### config.mk
export PLATFORM = sky130hd
export DESIGN_NAME = mem_wb_skid_reg_flat
export DESIGN_NICKNAME = d
export VERILOG_FILES = /design/src/rtl/mem_wb_skid_reg_if.sv /design/src/rtl/mem_wb_skid_reg.sv /design/src/flat_wrapper.sv
export SDC_FILE = /design/constraint.sdc
export NUM_CORES = 1
export LEC_CHECK = 0
export CAP_MARGIN = 20
export CORE_MARGIN = 1
export CORE_UTILIZATION = 45
export DETAILED_ROUTE_END_ITERATION = 12
export GPL_ROUTABILITY_DRIVEN = 0
export HOLD_SLACK_MARGIN = 0.12
export PLACE_DENSITY = 0.71
export SLEW_MARGIN = 10
export SYNTH_ARGS = -nofsm -noshare
export SYNTH_HDL_FRONTEND = slang
export SYNTH_SLANG_ARGS = --single-unit
export TNS_END_PERCENT = 10
### constraint.sdc
create_clock -name i_clk -period 1.4 [get_ports i_clk]
set_input_delay 0.28 -clock i_clk [delete_from_list [all_inputs] [get_ports i_clk]]
set_output_delay 0.28 -clock i_clk [all_outputs]
set_load 0.01 [all_outputs]
### src/rtl/mem_wb_skid_reg_if.sv
// MEM->WB handshake bundle: upstream entry, downstream presented entry and the
// derived write-back controls.
interface mem_wb_skid_reg_if #(
    parameter int NBITS = 32,
    parameter int RBITS = 5
);
    logic             MEM_valid;
    logic             MEM_ready;
    logic [NBITS-1:0] MEM_result;
    logic [NBITS-1:0] MEM_data;
    logic [RBITS-1:0] MEM_rd;
    logic             MEM_regwrite;
    logic             MEM_memtoreg;
    logic             MEM_haltflag;

    logic             WB_ready;
    logic             WB_valid;
    logic [NBITS-1:0] WB_result;
    logic [NBITS-1:0] WB_data;
    logic [RBITS-1:0] WB_rd;
    logic             WB_memtoreg;
    logic             WB_haltflag;
    logic             WB_regwrite;
    logic [NBITS-1:0] WB_wdata;
    logic             WB_halted;

    // Environment side: produces MEM entries and consumes WB entries.
    modport master (
        output MEM_valid, MEM_result, MEM_data, MEM_rd,
               MEM_regwrite, MEM_memtoreg, MEM_haltflag, WB_ready,
        input  MEM_ready, WB_valid, WB_result, WB_data, WB_rd,
               WB_memtoreg, WB_haltflag, WB_regwrite, WB_wdata, WB_halted
    );

    // Pipeline register side.
    modport slave (
        input  MEM_valid, MEM_result, MEM_data, MEM_rd,
               MEM_regwrite, MEM_memtoreg, MEM_haltflag, WB_ready,
        output MEM_ready, WB_valid, WB_result, WB_data, WB_rd,
               WB_memtoreg, WB_haltflag, WB_regwrite, WB_wdata, WB_halted
    );
endinterface

### src/rtl/mem_wb_skid_reg.sv
// MEM/WB pipeline register with a one-entry skid buffer, flush, sticky halt
// and write-back data selection.
module mem_wb_skid_reg #(
    parameter int NBITS = 32,
    parameter int RBITS = 5
) (
    input  logic                i_clk,
    input  logic                i_rst,
    input  logic                i_flush,
    mem_wb_skid_reg_if.slave    bus
);

    typedef struct packed {
        logic [NBITS-1:0] result;
        logic [NBITS-1:0] data;
        logic [RBITS-1:0] rd;
        logic             regwrite;
        logic             memtoreg;
        logic             haltflag;
    } entry_t;

    entry_t in_entry;
    entry_t out_reg;
    entry_t skid_reg;
    logic   out_valid_reg;
    logic   skid_valid_reg;
    logic   halted_reg;
    logic   mem_ready;
    logic   accept;
    logic   retire;

    assign in_entry.result   = bus.MEM_result;
    assign in_entry.data     = bus.MEM_data;
    assign in_entry.rd       = bus.MEM_rd;
    assign in_entry.regwrite = bus.MEM_regwrite;
    assign in_entry.memtoreg = bus.MEM_memtoreg;
    assign in_entry.haltflag = bus.MEM_haltflag;

    // Readiness depends only on registered state and flush, never on WB_ready,
    // so there is no combinational path from downstream back to upstream.
    assign mem_ready = !skid_valid_reg && !halted_reg && !i_flush;
    assign accept    = bus.MEM_valid && mem_ready;
    assign retire    = out_valid_reg && bus.WB_ready;

    always_ff @(posedge i_clk) begin
        if (i_rst) begin
            out_valid_reg  <= 1'b0;
            skid_valid_reg <= 1'b0;
            halted_reg     <= 1'b0;
            out_reg        <= '0;
            skid_reg       <= '0;
        end else if (i_flush) begin
            out_valid_reg  <= 1'b0;
            skid_valid_reg <= 1'b0;
        end else begin
            if (!out_valid_reg || retire) begin
                if (skid_valid_reg) begin
                    out_reg        <= skid_reg;
                    out_valid_reg  <= 1'b1;
                    skid_valid_reg <= 1'b0;
                end else if (accept) begin
                    out_reg        <= in_entry;
                    out_valid_reg  <= 1'b1;
                end else begin
                    out_valid_reg  <= 1'b0;
                end
            end else if (accept) begin
                skid_reg       <= in_entry;
                skid_valid_reg <= 1'b1;
            end
            if (retire && out_reg.haltflag) begin
                halted_reg <= 1'b1;
            end
        end
    end

    assign bus.MEM_ready   = mem_ready;
    assign bus.WB_valid    = out_valid_reg;
    assign bus.WB_result   = out_reg.result;
    assign bus.WB_data     = out_reg.data;
    assign bus.WB_rd       = out_reg.rd;
    assign bus.WB_memtoreg = out_reg.memtoreg;
    assign bus.WB_haltflag = out_reg.haltflag;
    // Register 0 is hardwired, so writes to it are suppressed here.
    assign bus.WB_regwrite = out_valid_reg && out_reg.regwrite && (out_reg.rd != '0);
    assign bus.WB_wdata    = out_reg.memtoreg ? out_reg.data : out_reg.result;
    assign bus.WB_halted   = halted_reg;

endmodule
### src/flat_wrapper.sv
// flat-port wrapper written by rule: the top's interface ports become plain ports
module mem_wb_skid_reg_flat 
#(
    parameter int NBITS = 32,
    parameter int RBITS = 5
)
  (i_clk, i_rst, i_flush, bus_MEM_valid, bus_MEM_result, bus_MEM_data, bus_MEM_rd, bus_MEM_regwrite, bus_MEM_memtoreg, bus_MEM_haltflag, bus_WB_ready, bus_MEM_ready, bus_WB_valid, bus_WB_result, bus_WB_data, bus_WB_rd, bus_WB_memtoreg, bus_WB_haltflag, bus_WB_regwrite, bus_WB_wdata, bus_WB_halted);
  mem_wb_skid_reg_if #(.NBITS(NBITS), .RBITS(RBITS)) bus_i ();
  input  logic i_clk;
  input  logic i_rst;
  input  logic i_flush;
  input wire logic [$bits(bus_i.MEM_valid)-1:0] bus_MEM_valid;
  input wire logic [$bits(bus_i.MEM_result)-1:0] bus_MEM_result;
  input wire logic [$bits(bus_i.MEM_data)-1:0] bus_MEM_data;
  input wire logic [$bits(bus_i.MEM_rd)-1:0] bus_MEM_rd;
  input wire logic [$bits(bus_i.MEM_regwrite)-1:0] bus_MEM_regwrite;
  input wire logic [$bits(bus_i.MEM_memtoreg)-1:0] bus_MEM_memtoreg;
  input wire logic [$bits(bus_i.MEM_haltflag)-1:0] bus_MEM_haltflag;
  input wire logic [$bits(bus_i.WB_ready)-1:0] bus_WB_ready;
  output wire logic [$bits(bus_i.MEM_ready)-1:0] bus_MEM_ready;
  output wire logic [$bits(bus_i.WB_valid)-1:0] bus_WB_valid;
  output wire logic [$bits(bus_i.WB_result)-1:0] bus_WB_result;
  output wire logic [$bits(bus_i.WB_data)-1:0] bus_WB_data;
  output wire logic [$bits(bus_i.WB_rd)-1:0] bus_WB_rd;
  output wire logic [$bits(bus_i.WB_memtoreg)-1:0] bus_WB_memtoreg;
  output wire logic [$bits(bus_i.WB_haltflag)-1:0] bus_WB_haltflag;
  output wire logic [$bits(bus_i.WB_regwrite)-1:0] bus_WB_regwrite;
  output wire logic [$bits(bus_i.WB_wdata)-1:0] bus_WB_wdata;
  output wire logic [$bits(bus_i.WB_halted)-1:0] bus_WB_halted;
  assign bus_i.MEM_valid = bus_MEM_valid;
  assign bus_i.MEM_result = bus_MEM_result;
  assign bus_i.MEM_data = bus_MEM_data;
  assign bus_i.MEM_rd = bus_MEM_rd;
  assign bus_i.MEM_regwrite = bus_MEM_regwrite;
  assign bus_i.MEM_memtoreg = bus_MEM_memtoreg;
  assign bus_i.MEM_haltflag = bus_MEM_haltflag;
  assign bus_i.WB_ready = bus_WB_ready;
  assign bus_MEM_ready = bus_i.MEM_ready;
  assign bus_WB_valid = bus_i.WB_valid;
  assign bus_WB_result = bus_i.WB_result;
  assign bus_WB_data = bus_i.WB_data;
  assign bus_WB_rd = bus_i.WB_rd;
  assign bus_WB_memtoreg = bus_i.WB_memtoreg;
  assign bus_WB_haltflag = bus_i.WB_haltflag;
  assign bus_WB_regwrite = bus_i.WB_regwrite;
  assign bus_WB_wdata = bus_i.WB_wdata;
  assign bus_WB_halted = bus_i.WB_halted;
  mem_wb_skid_reg #(.NBITS(NBITS), .RBITS(RBITS)) u_core (.i_clk(i_clk), .i_rst(i_rst), .i_flush(i_flush), .bus(bus_i));
endmodule
After elaboration in Yosys (flattened, before gate mapping)
Cells that the tools add are included.
Operators by class
  bitwise gates (word level): 2
  multiplexer cells: 5
  reduce and logical (&&, ||, !) cells: 19
Operators with widths (number)
  72-bit 2-to-1 mux: 2
  32-bit 2-to-1 mux: 1
  1-bit logical AND: 7
  3-bit AND reduction: 2
  5-bit nonzero test: 1
  1-bit logical NOT: 4
  3-bit OR reduction: 1
  1-bit 2-to-1 mux: 2
  1-bit NOT: 2
  2-bit AND reduction: 1
  2-bit nonzero test: 1
  2-bit OR reduction: 1
  1-bit logical OR: 1
Storage, ports and cells
  flip-flop bits (word level): 147
  output and inout bits: 107
  word-level logic and storage cells: 41
  bits of input ports: 77

Depth between registers and ports, before layout
  word-level depth: 6
  gate-level depth with buffers: 6
  gate-level depth less buffers: 3

Least setup slack after synthesis
No wires, ideal clock.
  kind: register to register
  start point: register u_core.halted_reg (netlist: u_core.bus.WB_halted)
  end point: register u_core.out_reg (netlist bit u_core.bus.WB_data[0])
  path slack: -54 ps
  arrival time: 1334 ps
  buffers on the path: 1
  setup time: 121 ps
  stages on the path, launching flop included: 5
  cells stage by stage: dfxtp_1 -> nor2b_2 -> o211ai_4 -> buf_6 -> mux2_2
Between the ends
  cells in the longest elaborated chain, start to end: 6
RTL lines
  from (decl): line mem_wb_skid_reg.sv:27  | logic halted_reg;
  from (signal assigned): line mem_wb_skid_reg.sv:49  | halted_reg <= 1'b0;
  from (signal assigned): line mem_wb_skid_reg.sv:72  | halted_reg <= 1'b1;
  1-bit logical NOT: line mem_wb_skid_reg.sv:41  | assign mem_ready = !skid_valid_reg && !halted_reg && !i_flush;
  1-bit logical AND (2 in a row): line mem_wb_skid_reg.sv:41
  1-bit logical AND: line mem_wb_skid_reg.sv:42  | assign accept = bus.MEM_valid && mem_ready;
  2-bit nonzero test (no source line)
  3-bit AND reduction (no source line)
  to (signal assigned): line mem_wb_skid_reg.sv:58  | out_reg <= skid_reg;
  to (signal assigned): line mem_wb_skid_reg.sv:62  | out_reg <= in_entry;
  to (decl): line mem_wb_skid_reg.sv:23  | entry_t out_reg;
Every way passes these cells.
A chain may end at the register's enable or synchronous reset.

Worst setup path in the final report
  start point: register u_core.out_reg (netlist bit u_core.bus.WB_rd[4])
  end point: output bus_WB_regwrite
Between the ends
  cells in the longest elaborated chain, start to end: 2
RTL lines
  5-bit nonzero test: line mem_wb_skid_reg.sv:85  | assign bus.WB_regwrite = out_valid_reg && out_reg.regwrite && (out_reg.rd != '0);
  1-bit logical AND: line mem_wb_skid_reg.sv:85
  to (decl): line flat_wrapper.sv:27  | output wire logic [$bits(bus_i.WB_regwrite)-1:0] bus_WB_regwrite;
Every way passes these cells.

==> flow_metrics.py <==
metrics = {
    "status": {
        "status": "finished with violations",
        "failed_checks": "setup timing",
    },
    "timing": {
        "maxSlewHeadroom_pct": 82.8,
        "finalCritPeriodShare_pct": 132,
        "finalHoldViolations": 0,
        "slew_viol_final": 0,
        "max_freq_mhz": 539,
        "holdWs_ns": 0.268,
        "period_minus_slack_ns": 1.85,
        "rsz0062_at_grt": "yes",
        "setup_violations": 101,
        "finalWorstSetupSlack_ns": -0.455,
        "skew_ns": 0.00755,
        "worstMarginPinSlew_ns": 0.256,
    },
    "critical_path": {
        "crit_arrival_ns": 1.57,
        "cp-start-kind": "register",
        "critPathCaptureType": "primary output",
        "crit_family": "simple AND/OR/NAND/NOR gates",
        "crit_required_ns": 1.12,
        "crit_chain": "or3_1, o311a_1, buf_2",
        "crit_fanout": 2,
        "cp_slowest_stage_delay_ns": 0.38,
        "crit_type": "register to primary output",
        "cpMaxStageDelayCell": "or3_1",
        "timing.critical_path.buf_inv": 1,
    },
    "placement": {
        "io_buffers": 183,
        "hpwl_um": 11400,
        "dp_worst_setup_slack_ns": -0.537,
        "dp_cells": 1155,
    },
    "clocking": {
        "clk_latency_ns": 0.41,
        "clk_pin_slew_ns": 0.06,
        "cts_htree_levels": 4,
        "clock_sinks": 147,
        "cts_max_path_buffers": 2,
        "cts-root-buf": "clkbuf_16",
        "cts_buffers": 17,
        "cts_tree": "done",
        "hold_buffers": 0,
    },
    "cells_and_area": {
        "drive_gt1_share_pct": 27.1,
        "area_growth_pct": 31.9,
        "fin_util_pct": 61.6,
        "nets": 1031,
        "largest_register_ffs": 72,
        "final_cell_mix": "145 x nand2b_1, 143 x mux2i_1, 134 x dfxtp_1",
        "antenna_cells": 0,
        "final_common_cell": "nand2b_1",
        "stdcell_count": 1192,
    },
    "die": {
        "die_h_um": 137,
        "initial_core_util_pct": 46.7,
        "io_pins": 184,
        "die_area_sq_um": 18800,
        "rows": 48,
        "die_x_um": 137,
        "coreArea_sq_um": 17500,
    },
    "synthesis": {
        "synth_nets": 905,
        "synth_seq_area_share_pct": 35.9,
        "ys_types": 21,
        "ys_warn_count": 0,
        "synthCells": 828,
        "synth-seq-cells": 147,
        "synth_area_per_cell_sq_um": 9.90,
        "netlist_area_sq_um": 8200,
    },
    "power_and_ir_drop": {
        "sw_frac_of_total_pct": 23.8,
        "peakVddDrop_uv": 799,
        "power.total_mw": 10.4,
        "power_per_cell_area_nw_per_um2": 965,
        "pwr-share-comb_pct": 14.9,
        "p_switching_mw": 2.48,
        "power_frac_clock_pct": 42.9,
        "leakagePower_nw": 4.37,
        "seq_power_share_pct": 42.2,
        "internal_power_mw": 7.95,
    },
    "drt": {
        "drt-total-wl_um": 17300,
        "vias_per_cell": 4.77,
        "drcViolationCount": 0,
        "wl_per_cell_um": 14.5,
        "firstDrtPassIters": 4,
        "antenna_left": 0,
        "drt_iter0_markers": 239,
        "num_vias": 5682,
    },
    "grt": {
        "grt_pass1_wl_um": 27700,
        "overflow": 0,
        "grt_max_degree": 49,
        "track_usage_pct": 18.9,
        "grt_pass1_vias": 5540,
        "antenna_found_initial": 0,
    },
    "min_path": {
        "min_path_type": "input port to register",
    },
    "run": {
        "maxCapViolCount": 0,
    },
}
==> stage by stage <==
| step | setup TNS, ns | cell area [sq um] |
|---|---|---|
| floorplan | -1.60 | 8230 |
| finish | -15.45 | 10800 |
| global placement | -75.06 | 10000 |
| global route | -22.03 | 10800 |
| CTS | -16.89 | 10800 |
| detailed placement | -76.45 | 10000 |
==> worst register-to-register path, stage by stage (launching register included) <==
cell	delay, ns
dfxtp_4	0.41
o211ai_4	0.29
buf_12	0.26
mux2_2	0.39
==> final timing paths <==
| path | slack (ns) | endpoint | startpoint | cells after the start |
|---|---|---|---|---|
| max | -0.45 | bus_WB_regwrite | u_core.bus.WB_rd[4] | 3 |
| min | 0.27 | u_core.bus.WB_valid | i_flush | 2 |
| max reg2reg | -0.07 | u_core.bus.WB_result[9] | u_core.skid_valid_reg | 3 |
| min reg2reg | 0.47 | u_core.skid_reg[12] | u_core.skid_reg[12] | 2 |
==> power by group through the flow <==
stage | clock (mW) | sequential (mW) | combinational (mW)
after detailed placement | 0 | 4.49 | 1.52
final | 4.47 | 4.40 | 1.56
after global placement | 0 | 4.49 | 1.50
after global routing | 4.80 | 4.42 | 1.68
after CTS | 4.57 | 4.40 | 1.58
after floorplan | 0 | 4.46 | 0.907
==> cell type report <==
| class | instances | area (sq um) |
|---|---|---|
| clock buffers | 21 | 492 |
| clock inverters | 11 | 100 |
| fillers | 1480 | 6730 |
| inverters | 2 | 7.51 |
| multi-input cells | 550 | 4530 |
| flip-flops and latches | 147 | 2960 |
| well taps | 225 | 282 |
| repair buffers | 236 | 2440 |
==> Yosys cell counts, drive strengths merged <==
cell type / instances / area share [%]
a211oi: 1 / 0.092
a21oi: 1 / 0.061
and3: 1 / 0.076
buf: 101 / 9.8
clkbuf: 28 / 1.3
dfxtp: 147 / 36
inv: 2 / 0.092
mux2: 104 / 14
mux2i: 144 / 18
nand2b: 145 / 11
nand4: 1 / 0.076
nor2: 74 / 3.4
nor2b: 73 / 5.6
nor3: 1 / 0.061
nor3b: 2 / 0.18
o211ai: 1 / 0.26
o311a: 1 / 0.12
or3: 1 / 0.076
==> timing repair <==
action / CTS / global route
pin swaps: 2 / 1
gates resized for setup: 315 / 35
endpoints found under the setup margin: 249 / 198
cloned: 3 / 0
setup buffers: 2 / 0
==> layer usage <==
layer / wire [um] / track usage (%)
met1: 8290 / 25.0
met2: 7940 / 30.1
met3: 848 / 4.93
met4: 194 / 5.49
met5: 0 / 0
==> kinds of logic (layout without fill, tap and decap cells) <==
| family | after synthesis | in the layout | synth area share, % |
|---|---|---|---|
| mux | 248 | 248 | 31.9 |
| buf+inv | 131 | 270 | 11.1 |
| flops | 147 | 147 | 35.9 |
| simple gates | 298 | 298 | 20.5 |
| compound gates | 4 | 4 | 0.534 |
Power figures use the tool's default switching activity.
==> RTL change (config.mk and constraints unchanged) <==
`RBITS` is set to 5 in 3 places; all go to 4.
--- a/src/rtl/mem_wb_skid_reg_if.sv
+++ b/src/rtl/mem_wb_skid_reg_if.sv
@@ -2,7 +2,7 @@
 // derived write-back controls.
 interface mem_wb_skid_reg_if #(
     parameter int NBITS = 32,
-    parameter int RBITS = 5
+    parameter int RBITS = 4
 );
     logic             MEM_valid;
     logic             MEM_ready;
--- a/src/rtl/mem_wb_skid_reg.sv
+++ b/src/rtl/mem_wb_skid_reg.sv
@@ -2,7 +2,7 @@
 // and write-back data selection.
 module mem_wb_skid_reg #(
     parameter int NBITS = 32,
-    parameter int RBITS = 5
+    parameter int RBITS = 4
 ) (
     input  logic                i_clk,
     input  logic                i_rst,
--- a/src/flat_wrapper.sv
+++ b/src/flat_wrapper.sv
@@ -2,7 +2,7 @@
 module mem_wb_skid_reg_flat 
 #(
     parameter int NBITS = 32,
-    parameter int RBITS = 5
+    parameter int RBITS = 4
 )
   (i_clk, i_rst, i_flush, bus_MEM_valid, bus_MEM_result, bus_MEM_data, bus_MEM_rd, bus_MEM_regwrite, bus_MEM_memtoreg, bus_MEM_haltflag, bus_WB_ready, bus_MEM_ready, bus_WB_valid, bus_WB_result, bus_WB_data, bus_WB_rd, bus_WB_memtoreg, bus_WB_haltflag, bus_WB_regwrite, bus_WB_wdata, bus_WB_halted);
   mem_wb_skid_reg_if #(.NBITS(NBITS), .RBITS(RBITS)) bus_i ();
Ports: changed (resized bus_MEM_rd and bus_WB_rd); port bits go from 184 to 182. The function was not compared with the original's and may differ.
==> RTL change against the unedited design <==
Highest routed layer unchanged. Setup slack gained 0.078 ns. Via count rose by 0.51%. The run still ends with setup timing left. Design area is 0.62% lower. Power grew 7.2%. Die area is essentially flat. Wire length increased by 3.0%. Sequential cell count shrank 2. Synthesized cell count decreased by 1.2%. Clock power up 19%. Largest power group unchanged. Area after synthesis is essentially flat. Critical path type unchanged. Non-clock buffer count down 1. Count of clock-buffer cells in the layout decreased by 1.
==> RTL change: results (changes against the unedited design) <==
Timing
  • Worst Skew: 0.006752 ns (-0.0007996 ns)
  • Slew Limit Headroom: 82.95% (+0.12 points)
  • Final worst slack: -0.3771 ns (+0.07767 ns)
  • Setup violators final: 107 (+5.9%)
  • WHS: 0.2404 ns (-0.02724 ns)
  • Setup TNS: -14.20 ns (+1.244 ns)

Pwr
  • Peak VDD IR: 0.8054 mV (+0.75%)
  • Lkg Pwr: 4.271 nW (-2.2%)

Global routing
  • First-pass GRT wire length: 26.96 mm (-2.6%)
  • Largest net degree at the start of global routing: 72 (+47%)
  • Global Route Usage Sum: 18.84% (-0.045 points)
  • Number of global-route vias before repair: 5290 (-4.5%)

Setup path
  • Worst R2R Path Depth: 4 (+1)
  • Worst setup startpoint: u_core.bus.WB_memtoreg
  • WP data arrival: 1.50 ns (-0.07 ns)
  • Crit-path slowest cell: dfxtp_4
  • Critical path destination: bus_WB_wdata[5]
  • Worst-path maximum fanout: 8 (+6)
  • Crit Reg-Reg Endpoint: u_core.bus.WB_result[20]
  • Kind of cell adding the most delay to the critical path: buffers and inverters

Hold path
  • Hold endpoint: u_core.skid_reg[17]
  • Worst hold stages: 3 (+1)
  • Hold Crit Start: i_rst

Logic synthesis
  • Compound-Gate Fraction of Synth Area: 0.4119% (-0.12 points)
  • Post-synthesis xor/xnor area fraction: 0% (unchanged)
  • Post-synthesis mux area share: 31.47% (-0.41 points)
  • Yosys cell types: 25 (+19%)
  • Post-synthesis sequential area ratio: 35.39% (-0.52 points)
  • Most frequent cells after synthesis: dfxtp_1 (145), mux2i_1 (142), nand2b_1 (142)
  • Post-synth net total: 894 (-1.2%)
  • Main area contributors after synthesis: dfxtp_1 (35%), mux2i_1 (17%), mux2_2 (14%)
  • Post-synth top flop: dfxtp_1

Final layout
  • Fillers: 1514 (+2.3%)
  • Layout cells sized above 1: 29.75% (+2.7 points)
  • Largest register FFs: 71 (-1.4%)
  • Ant. Diodes: 0 (unchanged)
  • Layout Nets: 1021 (-0.97%)

Detailed routing
  • Initial detailed-routing violation count: 220 (-7.9%)
  • Vias: 5711 (+0.51%)
  • DRT Pass-1 Iters: 5 (+1)
  • Wirelength per Cell: 14.99 um (+3.4%)

Status
  • Status: finished with violations
  • Failing checks: setup timing

Placed design
  • Port bufs: 181 (-1.1%)
  • Hpwl dp: 11.47 mm (+1.1%)
==> RTL change: cell count changes in the layout (fill, tap and decap cells not counted), moves of 5 or more <==
| cell | change |
|---|---|
| dlygate4sd2_1 | -17 |
| mux2_4 | -12 |
| bufinv_16 | +5 |
| dfxtp_2 | +10 |
| buf_2 | +11 |
| mux2_2 | +11 |
| dfxtp_1 | -13 |
| clkdlybuf4s15_1 | +5 |
==> RTL change: cell type report <==
cell class	count	area, um^2	share of cell area (%)
clock inverters	12	226.5	2.108
inverters	2	7.507	0.06989
repair buffers	235	2370	22.06
flip-flops and latches	145	2940	27.37
well taps	229	286.5	2.667
multi-input cells	544	4443	41.36
clock buffers	20	467.9	4.356
==> RTL change: layer usage <==
metal | part of all wire, % | up-vias | global-route usage [%]
met5 | 0 | - | 0
met4 | 0.97 | 0 | 6.410
met3 | 4.7 | 12 | 4.259
met2 | 47 | 130 | 30.95
met1 | 47 | 2688 | 24.19
li1 | - | 2881 | -
==> RTL change: metrics by stage <==
| step | util (%) | std cells | setup slack (ns) | cell area, um^2 |
|---|---|---|---|---|
| after floorplan | - | 818 | -0.03461 | 8203 |
| after global placement | 54.93 | 1149 | -0.5067 | 9834 |
| after detailed placement | 54.93 | 1149 | -0.5201 | 9834 |
| after CTS | 59.78 | 1186 | -0.4974 | 10700 |
| after global routing | 60.00 | 1187 | -0.4190 | 10740 |
| final | 60.00 | 1187 | -0.3771 | 10740 |
==> RTL change: repair_timing <==
item                       CTS  global route
cloned                       2             1
setup endpoints to repair  233           214
buffers inserted             3             1
resized for setup          326            64
pin swaps                    2             0
==> RTL change: where the power goes <==
group,internal [W],switching (W),total [W]
logic,0.000930,0.000602,0.00153
registers,0.00426,0.0000945,0.00435
clock network,0.00350,0.00180,0.00530
total,0.00869,0.00249,0.0112
